$ cat src/rtl/hazard3_irq_sync_filter_pkg.sv
// Shared configuration for the IRQ synchroniser/filter: mode encoding and filter counter sizing.
// No latency or backpressure of its own; constants and helpers only.
package hazard3_irq_sync_filter_pkg;

  localparam logic MODE_EDGE  = 1'b1;
  localparam logic MODE_LEVEL = 1'b0;

  localparam int NUM_IRQS_MAX      = 512;
  localparam int FILTER_CYCLES_MAX = 255;

  // Counter must represent 0..N-1; sized for 0..N so the width never collapses for N=1.
  function automatic int filt_cnt_w(input int filter_cycles);
    return (filter_cycles < 1) ? 1 : $clog2(filter_cycles + 1);
  endfunction

endpackage

$ cat src/rtl/hazard3_irq_sync_filter_if.sv
// Interrupt-line bundle between raw sources and the interrupt controller.
// No handshake: levels and single-cycle clear strobes, no backpressure.
interface hazard3_irq_sync_filter_if #(
  parameter int NUM_IRQS = 32
);

  logic [NUM_IRQS-1:0] irq_in;
  logic [NUM_IRQS-1:0] edge_mode;
  logic [NUM_IRQS-1:0] pend_clr;
  logic [NUM_IRQS-1:0] irq_out;
  logic                wakeup;

  modport master (
    output irq_in,
    output edge_mode,
    output pend_clr,
    input  irq_out,
    input  wakeup
  );

  modport slave (
    input  irq_in,
    input  edge_mode,
    input  pend_clr,
    output irq_out,
    output wakeup
  );

endinterface

$ cat src/rtl/hazard3_irq_sync_filter_line.sv
// One IRQ line: synchroniser, glitch filter, rising-edge detect and sticky pend bit.
// Latency SYNC_STAGES+FILTER_CYCLES+1 edges (level) or +2 (edge); no backpressure.
module hazard3_irq_sync_filter_line
  import hazard3_irq_sync_filter_pkg::*;
#(
  parameter int SYNC_STAGES   = 2,
  parameter int FILTER_CYCLES = 0
) (
  input  logic clk,
  input  logic rst,
  input  logic irq_in,
  input  logic edge_mode,
  input  logic pend_clr,
  output logic irq_nxt,
  output logic irq_out
);

  logic [SYNC_STAGES-1:0] sync_ff;
  logic                   sync;
  logic                   filt;
  logic                   filt_d;
  logic                   rise;
  logic                   pend;
  logic                   pend_nxt;

  // Dedicated flop chain so CDC constraints can target sync_chain/sync_ff alone.
  always_ff @(posedge clk or posedge rst) begin : sync_chain
    if (rst) begin
      sync_ff <= '0;
    end else begin
      sync_ff <= {sync_ff[SYNC_STAGES-2:0], irq_in};
    end
  end

  assign sync = sync_ff[SYNC_STAGES-1];

  generate
    if (FILTER_CYCLES == 0) begin : g_bypass
      assign filt = sync;
    end else begin : g_filter
      localparam int            CW       = filt_cnt_w(FILTER_CYCLES);
      localparam logic [CW-1:0] CNT_LAST = CW'(FILTER_CYCLES - 1);

      logic [CW-1:0] cnt;
      logic          filt_q;

      // Count only consecutive disagreeing cycles; any agreement restarts the window.
      always_ff @(posedge clk or posedge rst) begin
        if (rst) begin
          cnt    <= '0;
          filt_q <= 1'b0;
        end else if (sync != filt_q) begin
          if (cnt == CNT_LAST) begin
            cnt    <= '0;
            filt_q <= ~filt_q;
          end else begin
            cnt <= cnt + CW'(1);
          end
        end else begin
          cnt <= '0;
        end
      end

      assign filt = filt_q;
    end
  endgenerate

  assign rise = filt & ~filt_d;

  always_comb begin
    pend_nxt = pend;
    if (edge_mode == MODE_LEVEL) begin
      pend_nxt = 1'b0;
    end else if (rise) begin
      pend_nxt = 1'b1;
    end else if (pend_clr) begin
      pend_nxt = 1'b0;
    end
    irq_nxt = (edge_mode == MODE_EDGE) ? pend : filt;
  end

  always_ff @(posedge clk or posedge rst) begin
    if (rst) begin
      filt_d  <= 1'b0;
      pend    <= 1'b0;
      irq_out <= 1'b0;
    end else begin
      filt_d  <= filt;
      pend    <= pend_nxt;
      irq_out <= irq_nxt;
    end
  end

endmodule

$ cat src/rtl/hazard3_irq_sync_filter.sv
// NUM_IRQS independent sync/filter lines feeding the interrupt controller, plus a wakeup OR.
// Latency SYNC_STAGES+FILTER_CYCLES+1 (level) / +2 (edge) edges; no backpressure, pend held until pend_clr.
module hazard3_irq_sync_filter
  import hazard3_irq_sync_filter_pkg::*;
#(
  parameter int NUM_IRQS      = 32,
  parameter int SYNC_STAGES   = 2,
  parameter int FILTER_CYCLES = 0
) (
  input  logic                     clk,
  input  logic                     rst,
  hazard3_irq_sync_filter_if.slave bus
);

  logic [NUM_IRQS-1:0] irq_nxt;
  logic [NUM_IRQS-1:0] irq_q;
  logic                wakeup_q;

  generate
    for (genvar i = 0; i < NUM_IRQS; i++) begin : g_line
      hazard3_irq_sync_filter_line #(
        .SYNC_STAGES   (SYNC_STAGES),
        .FILTER_CYCLES (FILTER_CYCLES)
      ) u_line (
        .clk       (clk),
        .rst       (rst),
        .irq_in    (bus.irq_in[i]),
        .edge_mode (bus.edge_mode[i]),
        .pend_clr  (bus.pend_clr[i]),
        .irq_nxt   (irq_nxt[i]),
        .irq_out   (irq_q[i])
      );
    end
  endgenerate

  // Built from the next-state so wakeup rises on the same edge as the first irq_out bit.
  always_ff @(posedge clk or posedge rst) begin
    if (rst) begin
      wakeup_q <= 1'b0;
    end else begin
      wakeup_q <= |irq_nxt;
    end
  end

  assign bus.irq_out = irq_q;
  assign bus.wakeup  = wakeup_q;

endmodule

$ cat src/flat_wrapper.sv
// flat-port wrapper written by rule: the top's interface ports become plain ports
module hazard3_irq_sync_filter_flat import hazard3_irq_sync_filter_pkg::*;
#(
  parameter int NUM_IRQS      = 32,
  parameter int SYNC_STAGES   = 2,
  parameter int FILTER_CYCLES = 0
)
  (clk, rst, bus_irq_in, bus_edge_mode, bus_pend_clr, bus_irq_out, bus_wakeup);
  hazard3_irq_sync_filter_if #(.NUM_IRQS(NUM_IRQS)) bus_i ();
  input  logic clk;
  input  logic rst;
  input wire logic [$bits(bus_i.irq_in)-1:0] bus_irq_in;
  input wire logic [$bits(bus_i.edge_mode)-1:0] bus_edge_mode;
  input wire logic [$bits(bus_i.pend_clr)-1:0] bus_pend_clr;
  output wire logic [$bits(bus_i.irq_out)-1:0] bus_irq_out;
  output wire logic [$bits(bus_i.wakeup)-1:0] bus_wakeup;
  assign bus_i.irq_in = bus_irq_in;
  assign bus_i.edge_mode = bus_edge_mode;
  assign bus_i.pend_clr = bus_pend_clr;
  assign bus_irq_out = bus_i.irq_out;
  assign bus_wakeup = bus_i.wakeup;
  hazard3_irq_sync_filter #(.NUM_IRQS(NUM_IRQS), .SYNC_STAGES(SYNC_STAGES), .FILTER_CYCLES(FILTER_CYCLES)) u_core (.clk(clk), .rst(rst), .bus(bus_i));
endmodule
$ cat config.mk
export PLATFORM = sky130hd
export DESIGN_NAME = hazard3_irq_sync_filter_flat
export DESIGN_NICKNAME = d
export VERILOG_FILES = /design/src/rtl/hazard3_irq_sync_filter_pkg.sv /design/src/rtl/hazard3_irq_sync_filter_if.sv /design/src/rtl/hazard3_irq_sync_filter_line.sv /design/src/rtl/hazard3_irq_sync_filter.sv /design/src/flat_wrapper.sv
export SDC_FILE = /design/constraint.sdc
export NUM_CORES = 1
export LEC_CHECK = 0
export BUFFER_PORTS_ARGS = -buffer_cell sky130_fd_sc_hd__buf_4
export CAP_MARGIN = 20
export CELL_PAD_IN_SITES_DETAIL_PLACEMENT = 0
export CELL_PAD_IN_SITES_GLOBAL_PLACEMENT = 2
export CORE_MARGIN = 5
export CORE_UTILIZATION = 35
export CTS_BUF_LIST = sky130_fd_sc_hd__clkbuf_8 sky130_fd_sc_hd__clkbuf_16
export DETAILED_ROUTE_END_ITERATION = 8
export PLACE_DENSITY = 0.85
export REMOVE_ABC_BUFFERS = 1
export SETUP_SLACK_MARGIN = 0.15
export SYNTH_ARGS = -nofsm -noshare
export SYNTH_HDL_FRONTEND = slang
export SYNTH_SLANG_ARGS = --single-unit
$ cat constraint.sdc
create_clock -name clk -period 6.8 [get_ports clk]
set_input_delay 1.36 -clock clk [delete_from_list [all_inputs] [get_ports clk]]
set_output_delay 1.36 -clock clk [all_outputs]
set_load 0.02 [all_outputs]
After elaboration in Yosys (flattened, before gate mapping)
Index checks and enable logic that the tools add are counted.
W data, S select, Z words.

word-level totals
  bits of input ports = 98
  flip-flop bits (word level) = 161
  latch bits = 0
  memories kept = 0
  bits in read-only memories = 0
  output and inout port bits = 33
  word-level logic and storage cells = 354
  RAM bits = 0

operators by class
  magnitude comparators = 0
  multiplexer cells = 128
  $add $sub $neg = 0
  div/mod/pow operators = 0
  $mul = 0
  reduce and logical (&&, ||, !) cells = 1
  equality and inequality tests = 32
  shift-type cells = 0
  bitwise logic cells = 64

operator list
  kind                  number
  $mux W1               128
  $ne A3 B1 Y1 const B  32
  $and A1 B1 Y1         32
  $not A1 Y1            32
  $reduce_or A32 Y1     1

Longest topological paths before layout
  word-level depth = 4
  mapped depth = 4
  gate-level depth less buffers = 4

By module
Synthesis repeated with hierarchy kept, for this count alone.

unflattened totals
  cell total of the unflattened synthesis = 333
  area total of the unflattened synthesis = 5,469.0 µm²

modules (own cells, without submodules)
  module                        instances  cells an instance  seq. area each (µm²)  area each (µm²)
  hazard3_irq_sync_filter_line  32         10                 125.1                 167.7
  hazard3_irq_sync_filter       1          13                 25.0                  103.8

Worst setup path before layout
Ideal clock, no wire load.

  path kind = input to register
  from = input bus_edge_mode[28]
  to = register u_core.wakeup_q, in the netlist u_core.bus.wakeup
  setup time = 124 ps
  cell stages on the path = 4
  slack = 4,462 ps
  data required time = 6,676 ps
  buffers on the path = 0
  arrival = 2,214 ps
  cell sequence = mux2_2 > nor4_2 > nand4_1 > or2_1

between the ends
  longest elaborated chain between the ends = 2

RTL lines
  item                  RTL line                            text
  start, declared       flat_wrapper.sv:13                  input wire logic [$bits(bus_i.edge_mode)-1:0] bus_edge_mode;
  $mux W1               hazard3_irq_sync_filter_line.sv:79  irq_nxt = (edge_mode == MODE_EDGE) ? pend : filt;
  $reduce_or A32 Y1     hazard3_irq_sync_filter.sv:41       wakeup_q <= |irq_nxt;
  end signal, assigned  hazard3_irq_sync_filter.sv:41
  end, declared         hazard3_irq_sync_filter.sv:17       logic wakeup_q;

No other way between the ends.
A chain may end at the register's enable or synchronous reset.

==> impl_metrics.env <==
export IMPL_overflow=0
export IMPL_synth_commonest_cells="dfrtp_1, inv_1, buf_4, o22ai_1, and2_1"
export IMPL_wl_per_cell_um=14.1
export IMPL_post_place_ws_ns=3.77
export IMPL_clkPwrFrac=0.437
export IMPL_die_h_um=135
export IMPL_ctsHoldBuffers=0
export IMPL_synth_warnings=0
export IMPL_hold_viol=0
export IMPL_min_to="u_core.g_line[8].u_line.sync_ff[1]"
export IMPL_io_pins=131
export IMPL_h_tree_depth=4
export IMPL_finalSetupViolCount=0
export IMPL_fp_coreArea_um2=15200
export IMPL_reg2reg_to="u_core.bus.wakeup"
export IMPL_synth_area_leaders="dfrtp_1, inv_1, buf_4, mux2_4, o22ai_1"
export IMPL_critPathKind="in -> async"
export IMPL_comb_power_share=0.077
export IMPL_ys_types=13
export IMPL_initial_core_util=0.357
export IMPL_cts_buffers_inserted=17
export IMPL_skew_ns=0.00635
export IMPL_status="finished, final reports clean"
export IMPL_dr_pass1_iters=4
export IMPL_routed_wl_um=9610
export IMPL_n_antenna_cell=0
export IMPL_grt_pass1_vias=3155
export IMPL_post_cts_setup_buffers=0
export IMPL_period_share=0.369
export IMPL_cts_root_buf="clkbuf_16"
export IMPL_place_gp_congestion=0.766
export IMPL_cts_num_sinks=161
export IMPL_wl_met1_um=4150
export IMPL_clockBufferDepth=2
export IMPL_design_die_area_um2=18100
export IMPL_top_layer_used="met4"
export IMPL_synth_top_flop_cell="dfrtp_1"
export IMPL_power_density_nw_per_um2=304
export IMPL_rsz0062_at_grt="false"
export IMPL_hpwl_um=7030
export IMPL_crit_path_cell_trace="buf_4 > inv_6 > buf_4"
export IMPL_reg2reg_slack_ns=5.22
export IMPL_clk_pin_slew_ns=0.06
export IMPL_rows=45
export IMPL_synth_simple_area_share=0.0544
export IMPL_report_final_slew_viol_count=0
export IMPL_cp_top_family="buffers and inverters"
export IMPL_cts_tree="built"
export IMPL_slowest_stage="buf_4"
export IMPL_worstMarginPinSlew_ns=0.834
export IMPL_cts_resized=0
export IMPL_swShare=0.214
export IMPL_r2r_start="u_core.g_line[17].u_line.sync_ff[1]"
export IMPL_cp_start_kind="primary input"
export IMPL_synth_area_um2=5430
export IMPL_worst_hold_path_type="reg -> reg"
export IMPL_switchingPower_mw=0.455
export IMPL_portBuffers=130
export IMPL_synth_avg_cell_area_um2=14.9
export IMPL_syn_inst=365
export IMPL_track_usage=0.113
export IMPL_ys_async_sr_fraction=1.00
export IMPL_ys_seq_elements=161
export IMPL_fin_ws_ns=4.29
export IMPL_worst_ir_drop_vdd_v=0.000284
export IMPL_synth_xor_xnor_area_share=0
export IMPL_setup_tns_ns=0
export IMPL_synth_edff_count=0
export IMPL_clk_latency_ns=0.41
export IMPL_synth_mux_area_fraction=0.0774
export IMPL_critical_path_required_ns=7.23
export IMPL_synth_top_area_share=0.742
export IMPL_crit_buf_inv=3
export IMPL_finalCriticalPeriod_ns=2.51
export IMPL_path_max_fanout=93
export IMPL_synth_top_family_by_area="buffers and inverters"
export IMPL_ff2ff_path_depth=4
export IMPL_synth_compound_area_frac=0.0369
export IMPL_hold_path_startpoint="u_core.g_line[8].u_line.sync_ff[0]"
export IMPL_arrival_ns=2.93
export IMPL_cap_viol_max_count=0
export IMPL_p_int_mw=1.68
export IMPL_grt_pass1_wl_um=15700
export IMPL_holdPathStages=0
export IMPL_vias=2875
export IMPL_syn_to_final_growth_pct=29.0
export IMPL_yosysMostFrequentCell="dfrtp_1"
export IMPL_wl_met3_um=758
export IMPL_synth_top_area_cell="dfrtp_1"
export IMPL_synthAdderAreaFrac=0
export IMPL_fmax_mhz=399
export IMPL_drtIter0Drc=81
export IMPL_p_leak_nw=3.47
export IMPL_crit_path_frequent_cell="buf_4"
export IMPL_grt_max_degree=94
export IMPL_chipWidth_um=135
export IMPL_dr_wl_met2_um=4560
export IMPL_synth_seq_area_share=0.742
export IMPL_maxSlewHeadroom=0.444
export IMPL_drc=0
export IMPL_antenna_found_initial=0
export IMPL_seqPwrFrac=0.486
export IMPL_via_per_inst=4.21
export IMPL_ant_nets=0
export IMPL_drive_gt1_frac=0.394
export IMPL_cp_depth=3
export IMPL_slowest_delay_ns=0.77
export IMPL_endpoint_kind="async pin"
export IMPL_final_nets=581
[final cells by class]
| cell class | count | area [um^2] |
|---|---|---|
| inverters | 65 | 249 |
| fillers | 1336 | 8200 |
| well taps | 188 | 235 |
| multi-input cells | 107 | 916 |
| repair buffers | 131 | 983 |
| clock buffers | 21 | 480 |
| flip-flops and latches | 161 | 4030 |
| clock inverters | 10 | 110 |
[power groups by stage]
stage | Combinational [mW] | Sequential (mW) | Clock (mW)
global route | 0.182 | 1.04 | 1.01
CTS | 0.170 | 1.04 | 0.958
floorplan | 0.0628 | 1.06 | 0
global placement | 0.166 | 1.05 | 0
detailed placement | 0.170 | 1.05 | 0
finish | 0.165 | 1.03 | 0.931
[per-layer routing]
layer | vias to the layer above | track usage
met4 | 0 | 0.0475
met1 | 1406 | 0.141
li1 | 1374 | -
met5 | - | 0
met2 | 86 | 0.171
met3 | 9 | 0.0529
[cells in the final DEF (no fill, tap or decap), drive strengths merged]
cell      netlist  final
clkinvlp        0      2
or2             1      1
nand4           2      2
inv            65     68
nor4            8      8
dfrtp         161    161
bufinv          0      2
and2           32     32
o22ai          32     32
buf            32    131
clkbuf          0     21
mux2           32     32
clkinv          0      3
[kinds of logic after synthesis]
| group | count (synthesis) |
|---|---|
| AOI/OAI and AO/OA | 32 |
| DFF | 161 |
| and+or+nand+nor | 43 |
| muxes | 32 |
| buffers and inverters | 97 |
[worst reg2reg max path, delay by kind of cell, from the launching register on]
kind          cells  cell delay [ns]
flops             1             0.40
simple gates      3             0.80
mux               1             0.28
[registers in the layout, summed over array words and instances (netlist names)]
register,count
u_core.g_line.u_line.sync_ff,64
u_core.g_line.u_line.irq_out,32
u_core.bus.wakeup,1
u_core.g_line.u_line.filt_d,32
u_core.g_line.u_line.pend,32
[worst max-delay path by stage]
stage,startpoint,endpoint
floorplan,rst,u_core.bus.wakeup
global placement,rst,u_core.g_line[27].u_line.pend
detailed placement,rst,u_core.g_line[27].u_line.filt_d
CTS,rst,u_core.g_line[24].u_line.filt_d
global route,rst,u_core.g_line[24].u_line.pend
finish,rst,u_core.g_line[24].u_line.irq_out
[per-stage QoR]
stage / total power, mW / hold WS, ns / instance area, um^2 / utilization / instances
floorplan: 1.13 / 0.331 / 5190 / - / 333
global route: 2.23 / 0.353 / 7000 / 0.461 / 683
global placement: 1.22 / 0.333 / 6410 / 0.422 / 652
CTS: 2.16 / 0.348 / 7000 / 0.461 / 683
detailed placement: 1.22 / 0.335 / 6410 / 0.422 / 652
finish: 2.13 / 0.345 / 7000 / 0.461 / 683
Note: power is estimated with default switching activity, not from simulation.
